<file path="config.mk">
export PLATFORM = sky130hd
export DESIGN_NAME = pattern_serializer_flat
export DESIGN_NICKNAME = d
export VERILOG_FILES = /design/src/rtl/pattern_pkg.sv /design/src/rtl/pattern_serializer_if.sv /design/src/rtl/pattern_piso.sv /design/src/rtl/pattern_serializer.sv /design/src/flat_wrapper.sv
export SDC_FILE = /design/constraint.sdc
export NUM_CORES = 1
export LEC_CHECK = 0
export BUFFER_PORTS_ARGS = -buffer_cell sky130_fd_sc_hd__buf_2
export CELL_PAD_IN_SITES_DETAIL_PLACEMENT = 1
export CELL_PAD_IN_SITES_GLOBAL_PLACEMENT = 1
export CORE_UTILIZATION = 37
export DETAILED_ROUTE_END_ITERATION = 12
export GPL_ROUTABILITY_DRIVEN = 0
export PLACE_DENSITY_LB_ADDON = 0.1
export SKIP_LAST_GASP = 1
export SLEW_MARGIN = 10
export SYNTH_ARGS = -nofsm -noshare
export SYNTH_HDL_FRONTEND = slang
export SYNTH_SLANG_ARGS = --single-unit
</file>
<file path="constraint.sdc">
create_clock -name clk -period 1.5 [get_ports clk]
set_clock_uncertainty 0.05 [all_clocks]
set_input_delay 0.225 -clock clk [delete_from_list [all_inputs] [get_ports clk]]
set_output_delay 0.225 -clock clk [all_outputs]
set_load 0.02 [all_outputs]
</file>
<file path="src/rtl/pattern_pkg.sv">
// Shared types and range limits for the serial pattern link transmitter.
// Optional feature macro: PATTERN_SERIALIZER_PARITY_EN (appends an even-parity bit).
package pattern_pkg;

    localparam int MIN_WIDTH = 2;
    localparam int MAX_WIDTH = 32;
    localparam int MAX_GAP   = 15;
    localparam int GAP_W     = 4;

    typedef enum logic [2:0] {
        IDLE  = 3'b001,
        SHIFT = 3'b010,
        GAP   = 3'b100
    } ser_state_t;

endpackage

</file>
<file path="src/rtl/pattern_serializer_if.sv">
// Word handshake in, serial frame out; the controller side is the master.
// Optional feature macro: PATTERN_SERIALIZER_PARITY_EN (no effect on the signal set).
interface pattern_serializer_if #(
    parameter int WIDTH = 8
);
    logic [WIDTH-1:0] data;
    logic             data_valid;
    logic             data_ready;
    logic             serial_pattern;
    logic             enable;
    logic             frame_done;

    modport master (
        output data, data_valid,
        input  data_ready, serial_pattern, enable, frame_done
    );

    modport slave (
        input  data, data_valid,
        output data_ready, serial_pattern, enable, frame_done
    );
endinterface

</file>
<file path="src/rtl/pattern_piso.sv">
// Parallel-in/serial-out register; head is the bit currently on the wire.
// Optional feature macro: PATTERN_SERIALIZER_PARITY_EN (not referenced here).
module pattern_piso
    import pattern_pkg::*;
#(
    parameter int WIDTH     = 8,
    parameter int MSB_FIRST = 1
) (
    input  logic             clk,
    input  logic             rstb,
    input  logic             load,
    input  logic             shift,
    input  logic [WIDTH-1:0] din,
    output logic             head
);
    logic [WIDTH-1:0] sr;
    logic [WIDTH-1:0] shifted;

    // Zeros shift in behind the frame so the line idles low once it drains.
    generate
        if (MSB_FIRST != 0) begin : g_msb
            assign shifted = {sr[WIDTH-2:0], 1'b0};
            assign head    = sr[WIDTH-1];
        end else begin : g_lsb
            assign shifted = {1'b0, sr[WIDTH-1:1]};
            assign head    = sr[0];
        end
    endgenerate

    always_ff @(posedge clk) begin
        if (!rstb)      sr <= '0;
        else if (load)  sr <= din;
        else if (shift) sr <= shifted;
    end
endmodule

</file>
<file path="src/rtl/pattern_serializer.sv">
// Transmit end of the serial pattern link: word handshake in, framed bit stream out.
// Optional feature macro: PATTERN_SERIALIZER_PARITY_EN (even-parity bit after the data bits).
module pattern_serializer
    import pattern_pkg::*;
#(
    parameter int WIDTH      = 8,
    parameter int GAP_CYCLES = 1,
    parameter int MSB_FIRST  = 1
) (
    input  logic                clk,
    input  logic                rstb,
    pattern_serializer_if.slave bus
);
    localparam int CW       = $clog2(WIDTH + 2);
    localparam int HEAD_POS = (MSB_FIRST != 0) ? WIDTH - 1 : 0;
`ifdef PATTERN_SERIALIZER_PARITY_EN
    localparam int FRAME_BITS = WIDTH + 1;
`else
    localparam int FRAME_BITS = WIDTH;
`endif

    generate
        if (WIDTH < MIN_WIDTH || WIDTH > MAX_WIDTH || GAP_CYCLES < 0 || GAP_CYCLES > MAX_GAP) begin : g_bad_cfg
            $error("pattern_serializer: WIDTH or GAP_CYCLES out of range");
        end
    endgenerate

    ser_state_t       state;
    logic [CW-1:0]    bit_cnt;
    logic [GAP_W-1:0] gap_cnt;
    logic             enable;
    logic             frame_done;
    logic             load;
    logic             shift;
    logic             head;
    logic [WIDTH-1:0] load_word;
`ifdef PATTERN_SERIALIZER_PARITY_EN
    logic             parity;
`endif

    // bit_cnt counts frame bits still on the wire, including the one shown now.
    always_comb begin
        load      = 1'b0;
        shift     = 1'b0;
        load_word = bus.data;
        case (state)
            IDLE:  load = bus.data_valid;
            SHIFT: begin
`ifdef PATTERN_SERIALIZER_PARITY_EN
                // Parity rides the load path so it lands directly on the head bit.
                if (bit_cnt == CW'(2)) begin
                    load                = 1'b1;
                    load_word           = '0;
                    load_word[HEAD_POS] = parity;
                end else begin
                    shift = 1'b1;
                end
`else
                shift = 1'b1;
`endif
            end
            default: ;
        endcase
    end

    pattern_piso #(.WIDTH(WIDTH), .MSB_FIRST(MSB_FIRST)) u_piso (
        .clk   (clk),
        .rstb  (rstb),
        .load  (load),
        .shift (shift),
        .din   (load_word),
        .head  (head)
    );

    always_ff @(posedge clk) begin
        if (!rstb) begin
            state      <= IDLE;
            bit_cnt    <= '0;
            gap_cnt    <= '0;
            enable     <= 1'b0;
            frame_done <= 1'b0;
`ifdef PATTERN_SERIALIZER_PARITY_EN
            parity     <= 1'b0;
`endif
        end else begin
            case (state)
                IDLE: begin
                    frame_done <= 1'b0;
                    enable     <= bus.data_valid;
                    if (bus.data_valid) begin
                        state   <= SHIFT;
                        bit_cnt <= CW'(FRAME_BITS);
`ifdef PATTERN_SERIALIZER_PARITY_EN
                        parity  <= ^bus.data;
`endif
                    end
                end
                SHIFT: begin
                    bit_cnt    <= bit_cnt - CW'(1);
                    frame_done <= (bit_cnt == CW'(2));
                    if (bit_cnt == CW'(1)) begin
                        enable <= 1'b0;
                        if (GAP_CYCLES > 0) begin
                            state   <= GAP;
                            gap_cnt <= GAP_W'(GAP_CYCLES);
                        end else begin
                            state   <= IDLE;
                        end
                    end
                end
                GAP: begin
                    gap_cnt <= gap_cnt - GAP_W'(1);
                    if (gap_cnt == GAP_W'(1)) state <= IDLE;
                end
                default: state <= IDLE;
            endcase
        end
    end

    assign bus.data_ready     = (state == IDLE);
    assign bus.serial_pattern = head;
    assign bus.enable         = enable;
    assign bus.frame_done     = frame_done;
endmodule

</file>
<file path="src/flat_wrapper.sv">
// flat-port wrapper written by rule: the top's interface ports become plain ports
module pattern_serializer_flat import pattern_pkg::*;
#(
    parameter int WIDTH      = 8,
    parameter int GAP_CYCLES = 1,
    parameter int MSB_FIRST  = 1
)
  (clk, rstb, bus_data, bus_data_valid, bus_data_ready, bus_serial_pattern, bus_enable, bus_frame_done);
  pattern_serializer_if #(.WIDTH(WIDTH)) bus_i ();
  input  logic clk;
  input  logic rstb;
  input wire logic [$bits(bus_i.data)-1:0] bus_data;
  input wire logic [$bits(bus_i.data_valid)-1:0] bus_data_valid;
  output wire logic [$bits(bus_i.data_ready)-1:0] bus_data_ready;
  output wire logic [$bits(bus_i.serial_pattern)-1:0] bus_serial_pattern;
  output wire logic [$bits(bus_i.enable)-1:0] bus_enable;
  output wire logic [$bits(bus_i.frame_done)-1:0] bus_frame_done;
  assign bus_i.data = bus_data;
  assign bus_i.data_valid = bus_data_valid;
  assign bus_data_ready = bus_i.data_ready;
  assign bus_serial_pattern = bus_i.serial_pattern;
  assign bus_enable = bus_i.enable;
  assign bus_frame_done = bus_i.frame_done;
  pattern_serializer #(.WIDTH(WIDTH), .GAP_CYCLES(GAP_CYCLES), .MSB_FIRST(MSB_FIRST)) u_core (.clk(clk), .rstb(rstb), .bus(bus_i));
endmodule
</file>
### Word-level counts from Yosys, hierarchy flattened

Index checks and enable logic that the tools add are counted.

| storage, ports and cells | value |
|---|---|
| flip-flop bits (word level) | 21 |

| operators by class | value |
|---|---|
| add/subtract/negate cells | 2 |
| equal/unequal tests | 9 |
| mux-type cells | 15 |
| reduce and logical (&&, ||, !) cells | 7 |

Operator list:

| operator | count |
|---|---|
| 8-bit two-way mux | 2 |
| 4-bit case mux with 2 select lines | 2 |
| 3-bit two-way mux | 3 |
| 3-bit case mux with 3 select lines | 1 |
| 4-bit by 1-bit == test with 1-bit output (second input constant) | 2 |
| 4-bit two-way mux | 2 |
| 4-bit by 1-bit subtractor with 4-bit output (second input constant) | 2 |
| 2-bit AND reduction | 3 |
| 2-bit nonzero test | 3 |
| 4-bit by 2-bit == test with 1-bit output (second input constant) | 1 |
| 2-bit by 1-bit inequality test with 1-bit output (second input constant) | 2 |
| 1-bit case mux with 2 select lines | 2 |
| 3-bit by 1-bit == test with 1-bit output (second input constant) | 1 |
| 3-bit by 2-bit == test with 1-bit output (second input constant) | 1 |
| 3-bit == test (second input constant) | 1 |
| 1-bit two-way mux | 3 |
| 3-bit AND reduction | 1 |
| 2-bit inequality test (second input constant) | 1 |

### Logic depth before layout (Yosys ltp)

| depth | value |
|---|---|
| depth in word-level cells | 4 |
| mapped depth | 6 |
| gate-level depth less buffers | 5 |

### Hierarchy

Synthesis repeated with hierarchy kept, for this count alone.

| unflattened totals | value |
|---|---|
| cells, all modules | 116 |
| area total of the unflattened synthesis | 1166.1 µm² |

By module, submodules not included:

| module | times used | cells an instance | area an instance (µm²) | seq. area each (µm²) |
|---|---|---|---|---|
| pattern_serializer | 1 | 81 | 747.0 | 260.2 |
| pattern_piso | 1 | 35 | 419.2 | 160.2 |

### Worst setup path after synthesis

Ideal clock, no wire load.

| timing | value |
|---|---|
| kind | register -> register |
| from | register u_core.bit_cnt[1] |
| to | register u_core.gap_cnt[3] |
| arrival | 1399 ps |
| slack | -64 ps |
| cell stages (with the launch flop) | 7 |
| clock period less this slack | 1564 ps |
| cells stage by stage | dfxtp_1 inv_1 ha_1 or3b_1 clkbuf_1 o221a_1 o21a_1 |

| on the way | value |
|---|---|
| word-level cells in the longest chain between the ends | 3 |

Ends and longest elaborated chain:

| element | line | text |
|---|---|---|
| start, declared | pattern_serializer.sv:29 | `logic [CW-1:0] bit_cnt;` |
| start signal, assigned | pattern_serializer.sv:92 | `bit_cnt <= CW'(FRAME_BITS);` |
| start signal, assigned | pattern_serializer.sv:99 | `bit_cnt <= bit_cnt - CW'(1);` |
| 4-bit by 1-bit == test with 1-bit output | pattern_serializer.sv:101 | `if (bit_cnt == CW'(1)) begin` |
| 2-bit by 1-bit inequality test with 1-bit output (no line) | -- |  |
| 2-bit AND reduction (no line) | -- |  |
| end signal, assigned | pattern_serializer.sv:105 | `gap_cnt <= GAP_W'(GAP_CYCLES);` |
| end signal, assigned | pattern_serializer.sv:112 | `gap_cnt <= gap_cnt - GAP_W'(1);` |
| end, declared | pattern_serializer.sv:30 | `logic [GAP_W-1:0] gap_cnt;` |

Every way passes these cells.
A chain may end at the register's enable or synchronous reset.

### Worst setup path after layout

| timing | value |
|---|---|
| from | register u_core.state[0] |
| to | register u_core.gap_cnt[3] |

| on the way | value |
|---|---|
| word-level cells in the longest chain between the ends | 3 |
| elaborated cells between the ends (all ways) | 6 |
| classes of those cells | eq/ne: 3; mux: 1; reduce/logical: 2 |

Ends and longest elaborated chain:

| element | line | text |
|---|---|---|
| start, declared | pattern_serializer.sv:28 | `ser_state_t state;` |
| start signal, assigned | pattern_serializer.sv:77 | `state <= IDLE;` |
| start signal, assigned | pattern_serializer.sv:91 | `state <= SHIFT;` |
| start signal, assigned | pattern_serializer.sv:104 | `state <= GAP;` |
| 3-bit by 2-bit == test with 1-bit output / 3-bit == test (equally long branches) | pattern_serializer.sv:86 | `case (state)` |
| 2-bit by 1-bit inequality test with 1-bit output (no line) / 2-bit nonzero test (equally long branches) | -- |  |
| 2-bit AND reduction (no line) | -- |  |

Parallel ways exist; a longest one is shown, timed or not.

==> flow_metrics.env <==
export IMPL_synth_seq_area_share_pct=41.48
export IMPL_cts_tree="done"
export IMPL_totalPowerFinal_uw=1057
export IMPL_p_int_uw=776.9
export IMPL_drt_first_iter_violations=9
export IMPL_total_of_fill_cells_in_the_finished_design=305
export IMPL_power_density_cell_area_nw_per_um2=822.8
export IMPL_timing_hold_worst_start="bus_data[0]"
export IMPL_cell_area_after_technology_mapping_um2=1013
export IMPL_first_global_vias=901
export IMPL_maxClockFrequency_mhz=665.2
export IMPL_synth_flop_cell="sky130_fd_sc_hd__dfxtp_1"
export IMPL_required_ps=1660
export IMPL_timing_critical_path_slowest_cell_delay_ps=430
export IMPL_cell_type_with_the_largest_total_area_after_synthesis="sky130_fd_sc_hd__dfxtp_1"
export IMPL_rr_endpoint="u_core.gap_cnt[3]"
export IMPL_core_area_um2=2522
export IMPL_status="complete, but fails checks"
export IMPL_groute_layer_met2_usage_pct=32.52
export IMPL_hold_viol=0
export IMPL_cts_path_max_buffers=2
export IMPL_io_pins=15
export IMPL_class_of_the_worst_hold_path="primary input to flip-flop"
export IMPL_timing_critical_path_arrival_ps=1660
export IMPL_min_period_ps=1503
export IMPL_r2r_slack_ps=-3
export IMPL_numCtsBuffers=3
export IMPL_core_rowCount=18
export IMPL_clk_pin_slew_ps=120
export IMPL_cts_root_buf="sky130_fd_sc_hd__clkbuf_4"
export IMPL_power_frac_clock_pct=26.2
export IMPL_gr_usage_met1_pct=23.61
export IMPL_max_slew_worst_pin_slew_ps=396.6
export IMPL_critical_path_endpoint_type="flip-flop"
export IMPL_total_area_of_multi_input_combinational_cells_um2=551.8
export IMPL_crit_path_cell_trace="buf_6 -> or3b_4 -> o221a_1 -> o21a_1"
export IMPL_critical_path_slowest_cell="sky130_fd_sc_hd__or3b_4"
export IMPL_synthesis_instances=118
export IMPL_synthDominantCellAreaShare_pct=41.48
export IMPL_grtUsageMet3_pct=4.167
export IMPL_maxCapViolCount=0
export IMPL_comb_power_share_pct=16.6
export IMPL_setup_violations=1
export IMPL_drive_above_1_share_pct=31.69
export IMPL_maxSlewViolCount=0
export IMPL_cts_sinks=21
export IMPL_worst_slack_ps=-3.341
export IMPL_switching_share_pct=26.52
export IMPL_synthesis_to_finish_area_growth_pct=26.79
export IMPL_max_slew_headroom_pct=73.51
export IMPL_grt_antenna_before_repair=0
export IMPL_timing_setup_critical_path_class="flip-flop to flip-flop"
export IMPL_ys_warnings_count=0
export IMPL_port_buffers=14
export IMPL_placedCellCount=162
export IMPL_pwr_share_seq_pct=57.2
export IMPL_start_util_pct=40.18
export IMPL_ff_latch_area_um2=432.9
export IMPL_setup_repair_after_global_routing_missed_its_margin="true"
export IMPL_grt_util_all_layers_pct=19.63
export IMPL_grt_first_pass_wirelength_um=3995
export IMPL_n_antenna_cell=0
export IMPL_place_detailed_hpwl_um=1713
export IMPL_r2r_start="u_core.state[0]"
export IMPL_ff2ff_path_depth=4
export IMPL_fp_dieW_um=54.34
export IMPL_whs_ps=105.5
export IMPL_timing_critical_path_from="u_core.state[0]"
export IMPL_drt_pre_antenna_iters=4
export IMPL_largest_net_degree_at_the_start_of_global_routing=23
export IMPL_edff_count_synth=0
export IMPL_routed_via_count=947
export IMPL_non_filler_cells_final=172
export IMPL_timing_hold_worst_endpoint="u_core.u_piso.sr[0]"
export IMPL_synth_top_area_cells="sky130_fd_sc_hd__dfxtp_1 (41%), sky130_fd_sc_hd__ha_1 (6.2%), sky130_fd_sc_hd__nand2_1 (5.9%)"
export IMPL_routed_via_density=5.506
export IMPL_clk_insertion_delay_late_ps=310
export IMPL_die_y_um=54.34
export IMPL_failed_checks="setup timing"
export IMPL_netSwitchingPower_uw=280.4
export IMPL_synth_cell_type_count=30
export IMPL_die_area_um2=2952
export IMPL_number_of_nets_with_antenna_violations_after_routing=0
export IMPL_num_nets_final=159
export IMPL_leakagePower_uw=0.0005109
export IMPL_grt_overflow_total=0
export IMPL_synthesis_area_per_instance_um2=8.589
export IMPL_synth_net_count=134
export IMPL_worst_path_max_fanout=6
export IMPL_cts_htree_levels=1
export IMPL_cp_start_kind="flip-flop"
export IMPL_postSynth_asyncResetShare_pct=0
export IMPL_postRouteWirelength_um=2531
export IMPL_number_of_synthesized_register_bits=21
export IMPL_routedWlPerCell_um=14.72
export IMPL_grt_busiest_layer="met2"
export IMPL_share_of_the_clock_period_used_by_the_worst_path_pct=100.2
export IMPL_vdd_ir_drop_max_mv=0.5762
export IMPL_hold_path_depth=3
export IMPL_remaining_drc_errors=0
==> layer usage <==
metal	vias to the layer above	routed length [um]
met3	9	71
met5	-	0
met1	453	1152
li1	467	-
met2	18	1229
met4	0	78
==> stage by stage <==
step	cell area [um2]	TNS [ps]	utilization (%)	setup slack, ps
after global routing	1285	-108.0	50.94	-50.03
after detailed placement	1160	-21.09	45.98	-21.09
after CTS	1275	-25.18	50.55	-25.18
final	1285	-3.341	50.94	-3.341
after floorplan	1016	0	-	7.786
after global placement	1160	0	45.98	38.87
==> critical path: cells and delay by family, from the launching register on <==
family,cells,cell delay [ps]
DFF,1,360
AOI/OAI and AO/OA,2,440
and+or+nand+nor,1,430
buffers and inverters,1,120
==> flip-flops by register name (all words and copies together), names as in the netlist <==
register and cells:
u_core.state 3, u_core.gap_cnt 4, u_core.bit_cnt 4, u_core.bus.frame_done 1
u_core.u_piso.sr 8, u_core.bus.enable 1
==> cell usage in the layout, fill, tap and decap left out, drive strengths merged, types with 2 or more instances in the layout <==
cell type  instances
o211ai             2
or3b               4
nor2               4
o21a               3
nor3               3
a21oi              4
a31oi              7
dfxtp             21
or3                2
inv                6
buf               28
a21boi             6
nand3              5
clkbuf             4
o21ai              9
nor3b              3
nand2             16
ha                 5
==> power by group through the flow <==
| stage | clock [uW] | combinational (uW) | sequential [uW] |
|---|---|---|---|
| 6_report | 276 | 176 | 605 |
| 2_1_floorplan | 0 | 86.9 | 624 |
| 4_1_cts | 292 | 175 | 604 |
| 3_3_place_gp | 0 | 137 | 621 |
| 5_1_grt | 312 | 195 | 609 |
| 3_5_place_dp | 0 | 143 | 623 |
==> Yosys cell counts (all sizes together), types with 2 or more instances <==
cell type	n
a21boi	6
a21oi	4
a31oi	7
buf	4
clkbuf	4
dfxtp	21
ha	5
inv	6
nand2	16
nand3	5
nor2	4
nor3	3
nor3b	3
o211ai	2
o21a	3
o21ai	9
or3	2
or3b	4
==> what timing repair did <==
| item | in CTS | in global routing |
|---|---|---|
| pin swaps | 5 | 4 |
| gates resized for setup | 14 | 4 |
| setup buffers | 6 | 0 |
| hold buffers | 0 | 0 |
| setup endpoints to repair | 4 | 7 |
==> area by class of cell <==
type / instances / area share, %
repair buffers: 28 / 16.65
well taps: 30 / 2.921
multi-input cells: 83 / 42.94
inverters: 6 / 1.753
clock buffers: 4 / 2.045
flip-flops and latches: 21 / 33.69
==> how the worst max path moves through the flow <==
stage / end / depth (start not counted)
after CTS: bus_data_ready / 3
after global placement: u_core.gap_cnt[3] / 5
after global routing: u_core.gap_cnt[3] / 5
final: u_core.gap_cnt[3] / 4
after floorplan: u_core.gap_cnt[3] / 6
after detailed placement: u_core.gap_cnt[3] / 3
==> cell families after synthesis <==
kind of cell	count (synthesis)	synth area share, %
AOI/OAI and AO/OA	36	23.33
adders and majority gates	5	6.173
buffers and inverters	14	5.678
DFF	21	41.48
and+or+nand+nor	42	23.33
(Power assumes the default switching activity.)
